<file path="src/rtl/sirv_uart_tx_fifo.sv">
// UART transmit channel: DEPTH-entry byte FIFO, baud prescaler and a frame serializer
// with runtime 5..8 data bits, optional even/odd parity, 1 or 2 stop bits and a
// FIFO watermark interrupt.
module sirv_uart_tx_fifo #(
   parameter  int unsigned DEPTH = 8,
   parameter  int unsigned DIV_W = 16,
   localparam int unsigned CNT_W = $clog2(DEPTH) + 1
) (
   input  logic             clock,
   input  logic             reset,
   input  logic             en,
   input  logic [DIV_W-1:0] div,
   input  logic             nstop,
   input  logic [1:0]       dlen,
   input  logic             par_en,
   input  logic             par_odd,
   input  logic             in_valid,
   output logic             in_ready,
   input  logic [7:0]       in_bits,
   input  logic [CNT_W-1:0] txwm,
   output logic [CNT_W-1:0] count,
   output logic             irq_txwm,
   output logic             busy,
   output logic             txd
);

   localparam int unsigned AW = $clog2(DEPTH);

   localparam logic [2:0] ST_IDLE   = 3'd0;
   localparam logic [2:0] ST_START  = 3'd1;
   localparam logic [2:0] ST_DATA   = 3'd2;
   localparam logic [2:0] ST_PARITY = 3'd3;
   localparam logic [2:0] ST_STOP   = 3'd4;

   logic [7:0]       mem_q [DEPTH];
   logic [AW-1:0]    wr_ptr_q, wr_ptr_d;
   logic [AW-1:0]    rd_ptr_q, rd_ptr_d;
   logic [CNT_W-1:0] count_q, count_d;

   logic [2:0]       state_q, state_d;
   logic             txd_q, txd_d;
   logic [DIV_W-1:0] presc_q, presc_d;
   logic [DIV_W-1:0] div_q, div_d;
   logic [7:0]       shift_q, shift_d;
   logic [2:0]       bit_cnt_q, bit_cnt_d;
   logic [1:0]       dlen_q, dlen_d;
   logic             par_en_q, par_en_d;
   logic             par_bit_q, par_bit_d;
   logic             nstop_q, nstop_d;

   logic             enq, deq, bit_end, last_data;
   logic [7:0]       head, dmask;

   assign in_ready  = (count_q != CNT_W'(DEPTH));
   assign count     = count_q;
   assign irq_txwm  = (count_q < txwm);
   assign busy      = (state_q != ST_IDLE);
   assign txd       = txd_q;

   assign enq       = in_valid && in_ready;
   assign deq       = (state_q == ST_IDLE) && en && (count_q != '0);
   assign head      = mem_q[rd_ptr_q];
   // Keep only the 5+dlen bits that will be transmitted so parity ignores the rest.
   assign dmask     = 8'hFF >> (2'd3 - dlen);
   assign bit_end   = (presc_q == '0);
   assign last_data = (bit_cnt_q == ({1'b0, dlen_q} + 3'd4));

   // FIFO pointers and occupancy; enq and deq together leave count unchanged.
   always_comb begin
      wr_ptr_d = wr_ptr_q;
      rd_ptr_d = rd_ptr_q;
      count_d  = count_q;
      if (enq) wr_ptr_d = wr_ptr_q + AW'(1);
      if (deq) rd_ptr_d = rd_ptr_q + AW'(1);
      if (enq && !deq) begin
         count_d = count_q + CNT_W'(1);
      end else if (!enq && deq) begin
         count_d = count_q - CNT_W'(1);
      end
   end

   // Frame serializer: each bit is held for div+1 clocks via the prescaler.
   always_comb begin
      state_d   = state_q;
      txd_d     = txd_q;
      presc_d   = presc_q;
      div_d     = div_q;
      shift_d   = shift_q;
      bit_cnt_d = bit_cnt_q;
      dlen_d    = dlen_q;
      par_en_d  = par_en_q;
      par_bit_d = par_bit_q;
      nstop_d   = nstop_q;
      if (state_q != ST_IDLE && !bit_end) presc_d = presc_q - DIV_W'(1);
      case (state_q)
         ST_IDLE: begin
            txd_d = 1'b1;
            if (deq) begin
               state_d   = ST_START;
               txd_d     = 1'b0;
               presc_d   = div;
               div_d     = div;
               shift_d   = head;
               bit_cnt_d = 3'd0;
               dlen_d    = dlen;
               par_en_d  = par_en;
               par_bit_d = (^(head & dmask)) ^ par_odd;
               nstop_d   = nstop;
            end
         end
         ST_START: begin
            if (bit_end) begin
               state_d = ST_DATA;
               txd_d   = shift_q[0];
               presc_d = div_q;
            end
         end
         ST_DATA: begin
            if (bit_end) begin
               presc_d = div_q;
               if (last_data) begin
                  bit_cnt_d = 3'd0;
                  if (par_en_q) begin
                     state_d = ST_PARITY;
                     txd_d   = par_bit_q;
                  end else begin
                     state_d = ST_STOP;
                     txd_d   = 1'b1;
                  end
               end else begin
                  shift_d   = shift_q >> 1;
                  txd_d     = shift_q[1];
                  bit_cnt_d = bit_cnt_q + 3'd1;
               end
            end
         end
         ST_PARITY: begin
            if (bit_end) begin
               state_d = ST_STOP;
               txd_d   = 1'b1;
               presc_d = div_q;
            end
         end
         ST_STOP: begin
            txd_d = 1'b1;
            if (bit_end) begin
               // bit_cnt counts stop bits already sent when two are requested.
               if (nstop_q && bit_cnt_q == 3'd0) begin
                  bit_cnt_d = 3'd1;
                  presc_d   = div_q;
               end else begin
                  state_d = ST_IDLE;
               end
            end
         end
         default: begin
            state_d = ST_IDLE;
            txd_d   = 1'b1;
         end
      endcase
   end

   // FIFO storage; contents need no reset since count gates every read.
   always_ff @(posedge clock) begin
      if (enq) mem_q[wr_ptr_q] <= in_bits;
   end

   // Control state with synchronous reset; reset aborts any frame in flight.
   always_ff @(posedge clock) begin
      if (reset) begin
         wr_ptr_q  <= '0;
         rd_ptr_q  <= '0;
         count_q   <= '0;
         state_q   <= ST_IDLE;
         txd_q     <= 1'b1;
         presc_q   <= '0;
         div_q     <= '0;
         shift_q   <= '0;
         bit_cnt_q <= '0;
         dlen_q    <= '0;
         par_en_q  <= 1'b0;
         par_bit_q <= 1'b0;
         nstop_q   <= 1'b0;
      end else begin
         wr_ptr_q  <= wr_ptr_d;
         rd_ptr_q  <= rd_ptr_d;
         count_q   <= count_d;
         state_q   <= state_d;
         txd_q     <= txd_d;
         presc_q   <= presc_d;
         div_q     <= div_d;
         shift_q   <= shift_d;
         bit_cnt_q <= bit_cnt_d;
         dlen_q    <= dlen_d;
         par_en_q  <= par_en_d;
         par_bit_q <= par_bit_d;
         nstop_q   <= nstop_d;
      end
   end

endmodule

</file>
<file path="config.mk">
export PLATFORM = sky130hd
export DESIGN_NAME = sirv_uart_tx_fifo
export DESIGN_NICKNAME = d
export VERILOG_FILES = /design/src/rtl/sirv_uart_tx_fifo.sv
export SDC_FILE = /design/constraint.sdc
export NUM_CORES = 1
export LEC_CHECK = 0
export CORE_MARGIN = 10
export CORE_UTILIZATION = 40
export CTS_CLUSTER_DIAMETER = 60
export DETAILED_ROUTE_END_ITERATION = 10
export HOLD_SLACK_MARGIN = 0.1
export PLACE_DENSITY = 0.69
export SYNTH_ARGS = -nofsm -noshare
export SYNTH_HDL_FRONTEND = slang
export SYNTH_SLANG_ARGS = --single-unit
</file>
<file path="constraint.sdc">
create_clock -name clock -period 4.1 [get_ports clock]
set_input_delay 0.82 -clock clock [delete_from_list [all_inputs] [get_ports clock]]
set_output_delay 0.82 -clock clock [all_outputs]
set_load 0.01 [all_outputs]
</file>
==> impl_results.md <==
- Dpl hpwl: 8.71 mm
- Drt wl/cell: 16.5 um
- WP data required: 3280 ps
- VDD IR max: 381 uV
- Die width: 142 um
- Fin. Hold Viols: 0
- Main synth FF type: dfxtp_1
- Post-DR vias/cell: 5.48
- Post-synth EDFFs: 64
- First-pass GRT wire length: 21.4 mm
- I/O Pins: 45
- Clock skew: 8.21 ps
- Finished Layout Cells: 776
- Vias in the first global route: 4281
- Synthesized flop and latch total: 129
- CTS H-tree depth: 4
- Clock sinks: 129
- Max_cap viols: 0
- Syn Area/Cell: 11.0 um2
- Die area: 0.0201 mm2
- Total GRT Usage: 13.2%
- Row count: 44
- Post-CTS Setup Inserts: 0
- Share of flip-flops with an asynchronous set or reset: 0%
- Tmin final: 3430 ps
- Post_cts resized: 0
- Total routed wirelength: 12.8 mm
- Cts hold-fix bufs: 0
- Root buf cell: clkbuf_16
- Ys Warns: 0
- Pleak: 0.00250 uW
- Final ANT Viol Nets: 0
- GPL Wtd Cong: 0.922
- Clk Latency, worst-skew pair: 420 ps
- Post-Syn Nets: 586
- Slew headroom: 29.8%
- CP Capture Type: output pin
- Layout Area Growth over Synthesis: 19.9%
- Detailed-router iteration count before antenna repair: 5
- Sequential-to-total area share from yosys stat: 54.4%
- Clock slew at reported path FFs: 60 ps
- Pwr dens: 768 mW/mm2
- Slew @ Worst Pin: 1040 ps
- Final setup fails: 0
- Part of the cycle the worst path needs: 83.8%
- CP Class: in -> out
- Die Ht: 142 um
- Fmax: 291 MHz
- Cell total after placement: 744
- Arrival @ worst endpoint: 2610 ps
- Largest net degree at the start of global routing: 50
- Hold/Removal Path Class: reg -> reg
- Critical Path Fanout Max: 1
- Iteration-0 DRC Markers: 322
- Status: finished, final reports clean
- Mapped cell area: 0.00592 mm2
- Final-stage net count: 628
- Core area: 0.0145 mm2
- Unrepaired setup endpoints after global routing: no
- Num CTS Buffers: 17
- Layout cells sized above 1: 12.5%
- Global route total overflow: 0
- CTS tree: done
- Unique masters post-synth: 60
- N_diodes: 0
- Starting Density: 40.7%
- CTS Buffer Depth: 2
- Pins Over Slew Limit: 0
- Setup TNS Final: 0 ps
- Crit start category: input port
- I/O Buffers: 44
- Synth Instances: 537
- Initial antenna violation count: 0
- Number of remaining DRC errors: 0
- Via count: 4250
synthesized netlist by cell type, types with 4 or more instances:
| cell | instances | area [um2] |
|---|---|---|
| dfxtp_1 | 65 | 1300 |
| edfxtp_1 | 64 | 1920 |
| nor2_1 | 62 | 233 |
| nand2_1 | 60 | 225 |
| a21oi_1 | 43 | 215 |
| clkbuf_1 | 21 | 78.8 |
| inv_1 | 20 | 75.1 |
| xnor2_1 | 18 | 158 |
| mux4_2 | 16 | 360 |
| mux2i_1 | 15 | 150 |
| nor3_1 | 14 | 70.1 |
| a222oi_1 | 13 | 130 |
| o21ai_0 | 13 | 65.1 |
| ha_1 | 11 | 138 |
| nand3_1 | 8 | 40.0 |
| nor4_1 | 7 | 43.8 |
| nand2b_1 | 6 | 37.5 |
| o211ai_1 | 6 | 45.0 |
| xor2_1 | 6 | 52.6 |
| buf_2 | 4 | 20.0 |
| or2_2 | 4 | 25.0 |
| or3_1 | 4 | 25.0 |
power by group:
group | internal, uW | switching (uW)
Clock | 849 | 595
Combinational | 963 | 1220
Sequential | 1590 | 234
Total | 3400 | 2050
flip-flops by register name, summed over array words and instances (netlist names), 4 cells and up, named ones only:
register,flops
count,4
div_q,16
mem_q,64
presc_q,16
shift_q,8
area by class of cell:
type / count / area [um2]
tap: 184 / 230
multi-input combinational: 359 / 2500
fill: 1292 / 7440
clock inverter: 15 / 146
clock buffer: 17 / 425
timing repair buffer: 52 / 495
sequential: 129 / 3220
inverter: 20 / 75.1
cell usage in the layout, fill, tap and decap left out, drive strengths merged, types with 7 or more instances in the layout:
| cell type | n |
|---|---|
| a21oi | 43 |
| a222oi | 13 |
| buf | 9 |
| clkbuf | 17 |
| clkdlybuf4s50 | 43 |
| dfxtp | 65 |
| edfxtp | 64 |
| ha | 11 |
| inv | 27 |
| mux2i | 15 |
| mux4 | 16 |
| nand2 | 61 |
| nand3 | 8 |
| nor2 | 63 |
| nor3 | 14 |
| nor4 | 8 |
| o211ai | 7 |
| o21ai | 14 |
| xnor2 | 18 |
metal layers:
| metal | track usage, % | vias to the layer above | part of all wire (%) |
|---|---|---|---|
| met5 | 0 | - | 0 |
| met4 | 4.46 | 0 | 1.1 |
| met3 | 3.94 | 14 | 4.6 |
| met2 | 22.4 | 93 | 51 |
| met1 | 15.7 | 2087 | 43 |
| li1 | - | 2056 | - |
critical path: stages:
cell,delay (ps)
clkdlybuf4s50_1,450
inv_1,40
ha_1,280
a21o_1,150
a21o_1,170
a21oi_1,150
clkdlybuf4s50_1,560
per-stage QoR:
| step | utilization [%] | setup slack, ps | power, uW | hold slack [ps] | area (um2) |
|---|---|---|---|---|---|
| 2_1_floorplan | - | 1050 | 3530 | 436 | 5920 |
| 3_3_place_gp | 44.9 | 695 | 3970 | 442 | 6530 |
| 3_5_place_dp | 44.9 | 649 | 4030 | 447 | 6530 |
| 4_1_cts | 48.8 | 650 | 5490 | 457 | 7100 |
| 5_1_grt | 48.8 | 598 | 5820 | 477 | 7100 |
| 6_report | 48.8 | 666 | 5450 | 460 | 7100 |
kinds of logic (layout without fill, tap and decap cells):
| group | Yosys count | in the layout | share of synthesized area, % |
|---|---|---|---|
| muxes | 33 | 33 | 9.00 |
| xor gates and xnor gates | 25 | 25 | 3.93 |
| DFF | 129 | 129 | 54.4 |
| adders and majority gates | 12 | 12 | 2.66 |
| AOI/OAI and AO/OA | 101 | 101 | 11.3 |
| and+or+nand+nor | 188 | 188 | 15.1 |
| buffers and inverters | 49 | 104 | 3.51 |
worst paths after layout:
path / start / endpoint / slack, ps / depth (start not counted)
worst max-delay path: txwm[1] / irq_txwm / 670 / 7
worst min-delay path: div_q[1] / div_q[1] / 460 / 2
worst max register to register: state_q[2] / count[3] / 970 / 12
worst min register to register: div_q[1] / div_q[1] / 460 / 2
Note: power is estimated with default switching activity, not from simulation.
==> variant 1 (same settings) <==
Take the reset off `shift_q` and load it in a clocked block of its own.
--- a/src/rtl/sirv_uart_tx_fifo.sv
+++ b/src/rtl/sirv_uart_tx_fifo.sv
@@ -175,7 +175,6 @@
          txd_q     <= 1'b1;
          presc_q   <= '0;
          div_q     <= '0;
-         shift_q   <= '0;
          bit_cnt_q <= '0;
          dlen_q    <= '0;
          par_en_q  <= 1'b0;
@@ -189,7 +188,6 @@
          txd_q     <= txd_d;
          presc_q   <= presc_d;
          div_q     <= div_d;
-         shift_q   <= shift_d;
          bit_cnt_q <= bit_cnt_d;
          dlen_q    <= dlen_d;
          par_en_q  <= par_en_d;
@@ -198,5 +196,9 @@
       end
    end
 
+   always_ff @(posedge clock) begin
+      shift_q <= shift_d;
+   end
+
 endmodule
 
Formal check against the unedited RTL: same outputs for any inputs over 4 cycles, from zero or initial values and one cycle with reset high; that may be too few to reach the edited logic, so the function may still have changed.
==> variant 1 against the original RTL <==
Synthesized area grew 3.5%; via count is 3.9% lower; total power fell by 3.4%; wire length up 1.6%; critical path depth unchanged; worst setup slack better by 0.0077 ns; fmax grew 0.23%; sequential cell count is the same; combinational power down 10%; non-clock buffer count unchanged; design area up 2.0%; critical path type unchanged; critical endpoint unchanged; largest cell class unchanged; highest routed layer unchanged.
==> variant 1: results (changes against the original RTL) <==
status: "finished, final reports clean"
power_leakage_nw: 2.52  # +0.98%
final_layout_size_suffix_gt1_share_pct: 15.0  # +2.5 points
max-vdd-ir-drop_uv: 323  # -15%
hp-class: "register to register"
fin_nets: 610  # -2.9%
postCtsSetupBuffers: 0  # unchanged
maxUsedRoutingLayer: "met4"
ctsRootBufferMaster: "clkbuf_16"
wl_met1_mm: 5.45  # -1.3%
place.gp.congestion: 0.795  # -14%
reg_top3: "mem_q (64), div_q (16), presc_q (16)"
grt_usage_pct: 13.3  # +0.059 points
synth_area_leaders: "edfxtp_1 35%, dfxtp_1 19%, mux4_2 7.4%"
yosys_warnings: 0  # unchanged
synth_mux_area_share_pct: 9.85  # +0.84 points
synthFlopType: "edfxtp_1"
hold_viol_final: 0  # unchanged
grt_pass1_wl_mm: 21.3  # -0.32%
first_pass_iters: 8  # +3
drt-total-wl_mm: 13.0  # +1.6%
synthesis.nets: 564  # -3.8%
via_per_inst: 5.36  # -2.1%
ys_top_cells_by_count: "75 x nand2_1, 72 x edfxtp_1, 57 x dfxtp_1"
finClkSkew_ns: 0.00847  # +0.000264 ns
drtIter0Drc: 323  # +0.31%
grt_max_degree: 56  # +12%
antenna_found_initial: 0  # unchanged
synth_edf_count: 72  # +13%
worstPathMaxFanout: 1  # unchanged
synthAdderAreaFrac_pct: 2.57  # -0.089 points
routed-wl-met3_um: 499  # -15%
synth_xor_area_share_pct: 6.37  # +2.4 points
clock_path_buffers: 2  # unchanged
wl_met2_mm: 6.76  # +3.0%
ys_seq_area_share_pct: 53.9  # -0.52 points
ctsResizeCount: 0  # unchanged
slew_violations: 0  # unchanged
dp_hpwl_mm: 9.08  # +4.2%
tightest_slew_ns: 0.999  # -0.0404 ns
h-tree-depth: 4  # unchanged
n_antenna_cell: 0  # unchanged
synth-compound-area-share_pct: 10.2  # -1.1 points
first_global_vias: 4188  # -2.2%
synth_cell_types: 66  # +10%
-- variant 1: path summary, 6_finish.rpt --
| path | start | end | slack [ns] | cells past startpoint |
|---|---|---|---|---|
| setup / recovery | txwm[1] | irq_txwm | 0.67 | 7 |
| hold / removal | div_q[0] | div_q[0] | 0.45 | 2 |
| setup reg to reg | state_q[2] | count[3] | 1.29 | 12 |
| hold reg to reg | div_q[0] | div_q[0] | 0.45 | 2 |
-- variant 1: cell type report --
class	count	area, µm²
multi-input combinational	348	2600
timing repair buffer	52	495
sequential	129	3300
inverter	13	48.8
tap	188	235
clock inverter	14	133
clock buffer	18	429
fill	1323	7850
-- variant 1: power breakdown --
part	total [mW]	switching (mW)	leakage [nW]	internal, mW
clock	1.42	0.583	0.256	0.840
sequential	1.89	0.245	1.12	1.64
combinational	1.96	1.07	1.14	0.889
-- variant 1: metrics by stage --
stage	hold slack (ns)	area, µm²	std cells	worst slack, ns	power [mW]
2_1_floorplan	0.428	6120	515	1.20	3.44
3_3_place_gp	0.443	6680	730	0.683	3.81
3_5_place_dp	0.448	6680	730	0.661	3.87
4_1_cts	0.457	7240	762	0.661	5.31
5_1_grt	0.465	7240	762	0.609	5.61
6_report	0.455	7240	762	0.674	5.27
-- variant 1: worst max-delay path: stages --
cell	delay [ns]
clkdlybuf4s50_1	0.45
inv_1	0.04
ha_1	0.28
a21o_1	0.16
a21o_1	0.17
a21oi_1	0.13
clkdlybuf4s50_1	0.56
-- variant 1: per-layer routing --
metal  GRT usage (%)  vias to the layer above
li1                -                     1976
met1            15.4                     2006
met2            22.5                       78
met3            3.00                       25
met4            6.93                        0
met5               0                        -
==> variant 2 (same flow settings) <==
Made on the original files. `DEPTH`: 8 -> 16.
--- a/src/rtl/sirv_uart_tx_fifo.sv
+++ b/src/rtl/sirv_uart_tx_fifo.sv
@@ -2,7 +2,7 @@
 // with runtime 5..8 data bits, optional even/odd parity, 1 or 2 stop bits and a
 // FIFO watermark interrupt.
 module sirv_uart_tx_fifo #(
-   parameter  int unsigned DEPTH = 8,
+   parameter  int unsigned DEPTH = 16,
    parameter  int unsigned DIV_W = 16,
    localparam int unsigned CNT_W = $clog2(DEPTH) + 1
 ) (
Ports: changed (resized count and txwm); port bits go from 45 to 47. The function was not compared with the original's and may differ.
==> variant 2 against the original RTL <==
Sequential cell count increased by 68; die area increased by 36%; wire length increased by 35%; worst setup slack got worse by 0.074 ns; synthesized area increased by 43%; non-clock buffer count increased by 7; design area increased by 38%; fmax decreased by 2.1%; sequential power increased by 38%; core utilization decreased by 1.9 points; total power increased by 14%; critical path depth increased by 2; largest cell class unchanged.
==> variant 2: results (changes against the original RTL) <==
clk_latency_ns: 0.44  # +0.02 ns
finClkSkew_ns: 0.0150  # +0.00675 ns
tightest_slew_ns: 0.975  # -0.0638 ns
ys_top_cells_by_count: "128 x edfxtp_1, 103 x nand2_1, 69 x dfxtp_1"
final.fill_count: 1876  # +45%
top_register: "mem_q"
ys_seq_area_share_pct: 61.9  # +7.4 points
via_per_inst: 5.27  # -3.8%
ctsRootBufferMaster: "clkbuf_16"
grt_max_degree: 37  # -26%
synthFlopType: "edfxtp_1"
ys_async_sr_fraction_pct: 0  # unchanged
reg_top3: "mem_q (128), div_q (16), presc_q (16)"
grt_pass1_wl_mm: 27.6  # +29%
yosys_warnings: 0  # unchanged
ctsResizeCount: 0  # unchanged
hp-class: "register to register"
final_layout_size_suffix_gt1_share_pct: 11.4  # -1.1 points
first_global_vias: 5119  # +20%
synth_edf_count: 128  # +100%
h-tree-depth: 4  # unchanged
drtIter0Drc: 471  # +46%
place.gp.congestion: 0.853  # -7.5%
dp_hpwl_mm: 11.4  # +30%
synthesis.nets: 715  # +22%
wire_per_inst_um: 17.5  # +5.7%
synth_cell_types: 55  # -8.3%
grt_usage_pct: 13.0  # -0.18 points
clock_path_buffers: 2  # unchanged
n_antenna_cell: 0  # unchanged
first_pass_iters: 5  # unchanged
cts_made_buffers: 17  # unchanged
synth_area_leaders: "edfxtp_1 46%, dfxtp_1 16%, mux4_2 6.9%"
worstPathMaxFanout: 1  # unchanged
power_leakage_nw: 3.33  # +33%
status: "finished, final reports clean"
fin_nets: 760  # +21%
worstPathArrival_ns: 2.69  # +0.08 ns
postCtsSetupBuffers: 0  # unchanged
path_clk_slew_ns: 0.07
port_buffers: 46  # +4.5%
max-vdd-ir-drop_uv: 346  # -9.2%
-- variant 2: changes by cell type after synthesis, sizes merged, moves of 6 or more --
| cell | delta |
|---|---|
| a222oi | -13 |
| nor2 | -8 |
| mux2i | -6 |
| a31oi | +17 |
| a211oi | +8 |
| nand3 | +10 |
| nand2 | +42 |
| edfxtp | +64 |
| xor2 | +9 |
| a22oi | +8 |
| mux4 | +17 |
-- variant 2: cells by family (layout without fill, tap and decap cells) --
| kind of cell | Yosys count | after routing | share of synthesized area, % |
|---|---|---|---|
| AND/OR/NAND/NOR | 223 | 223 | 11.6 |
| multiplexers | 42 | 42 | 10.2 |
| adder cells (fa/ha/maj) | 17 | 17 | 2.61 |
| buffers and inverters | 48 | 106 | 2.56 |
| flip-flops | 197 | 197 | 61.9 |
| AO/OA/AOI/OAI | 100 | 100 | 7.48 |
| XOR/XNOR | 33 | 33 | 3.68 |
-- variant 2: critical path: stages --
cell             delay, ns
clkdlybuf4s50_1       0.45
inv_1                 0.04
ha_1                  0.28
a21oi_1               0.12
nor2b_1               0.05
o21ai_0               0.14
nand2b_1              0.08
a21oi_1               0.15
clkdlybuf4s50_1       0.56
-- variant 2: power by group --
group          leakage [nW]  switching [mW]  internal, mW  total (mW)
clock                 0.289           0.833         0.825        1.66
combinational          1.32            1.10         0.937        2.04
sequential             1.72           0.195          2.34        2.53
total                  3.33            2.13          4.10        6.22
-- variant 2: per-layer routing --
metal	global-route usage, %	wire length, µm
met2	20.9	8390
met1	17.3	7870
met5	0	0
met3	3.32	908
met4	3.26	166
-- variant 2: path summary, 6_finish.rpt --
kind / startpoint / end / slack (ns) / cells past startpoint
setup / recovery: txwm[1] / irq_txwm / 0.59 / 9
hold reg to reg: div_q[4] / div_q[4] / 0.46 / 2
setup reg to reg: count[2] / count[4] / 1.05 / 12
hold / removal: div_q[4] / div_q[4] / 0.46 / 2
-- variant 2: stage by stage --
stage / cell area (µm²) / instances / utilization, % / hold slack (ns) / setup WS [ns]
4_1_cts: 9800 / 993 / 46.9 / 0.457 / 0.580
3_3_place_gp: 9200 / 961 / 44.0 / 0.442 / 0.613
6_report: 9800 / 993 / 46.9 / 0.455 / 0.592
5_1_grt: 9800 / 993 / 46.9 / 0.478 / 0.488
3_5_place_dp: 9200 / 961 / 44.0 / 0.447 / 0.584
2_1_floorplan: 8440 / 660 / - / 0.437 / 0.722
-- variant 2: area by class of cell --
class	count	share of cell area, %
clock buffer	17	4.34
clock inverter	15	1.75
inverter	15	0.575
multi-input combinational	415	30.7
sequential	197	53.3
tap	275	3.51
timing repair buffer	59	5.77
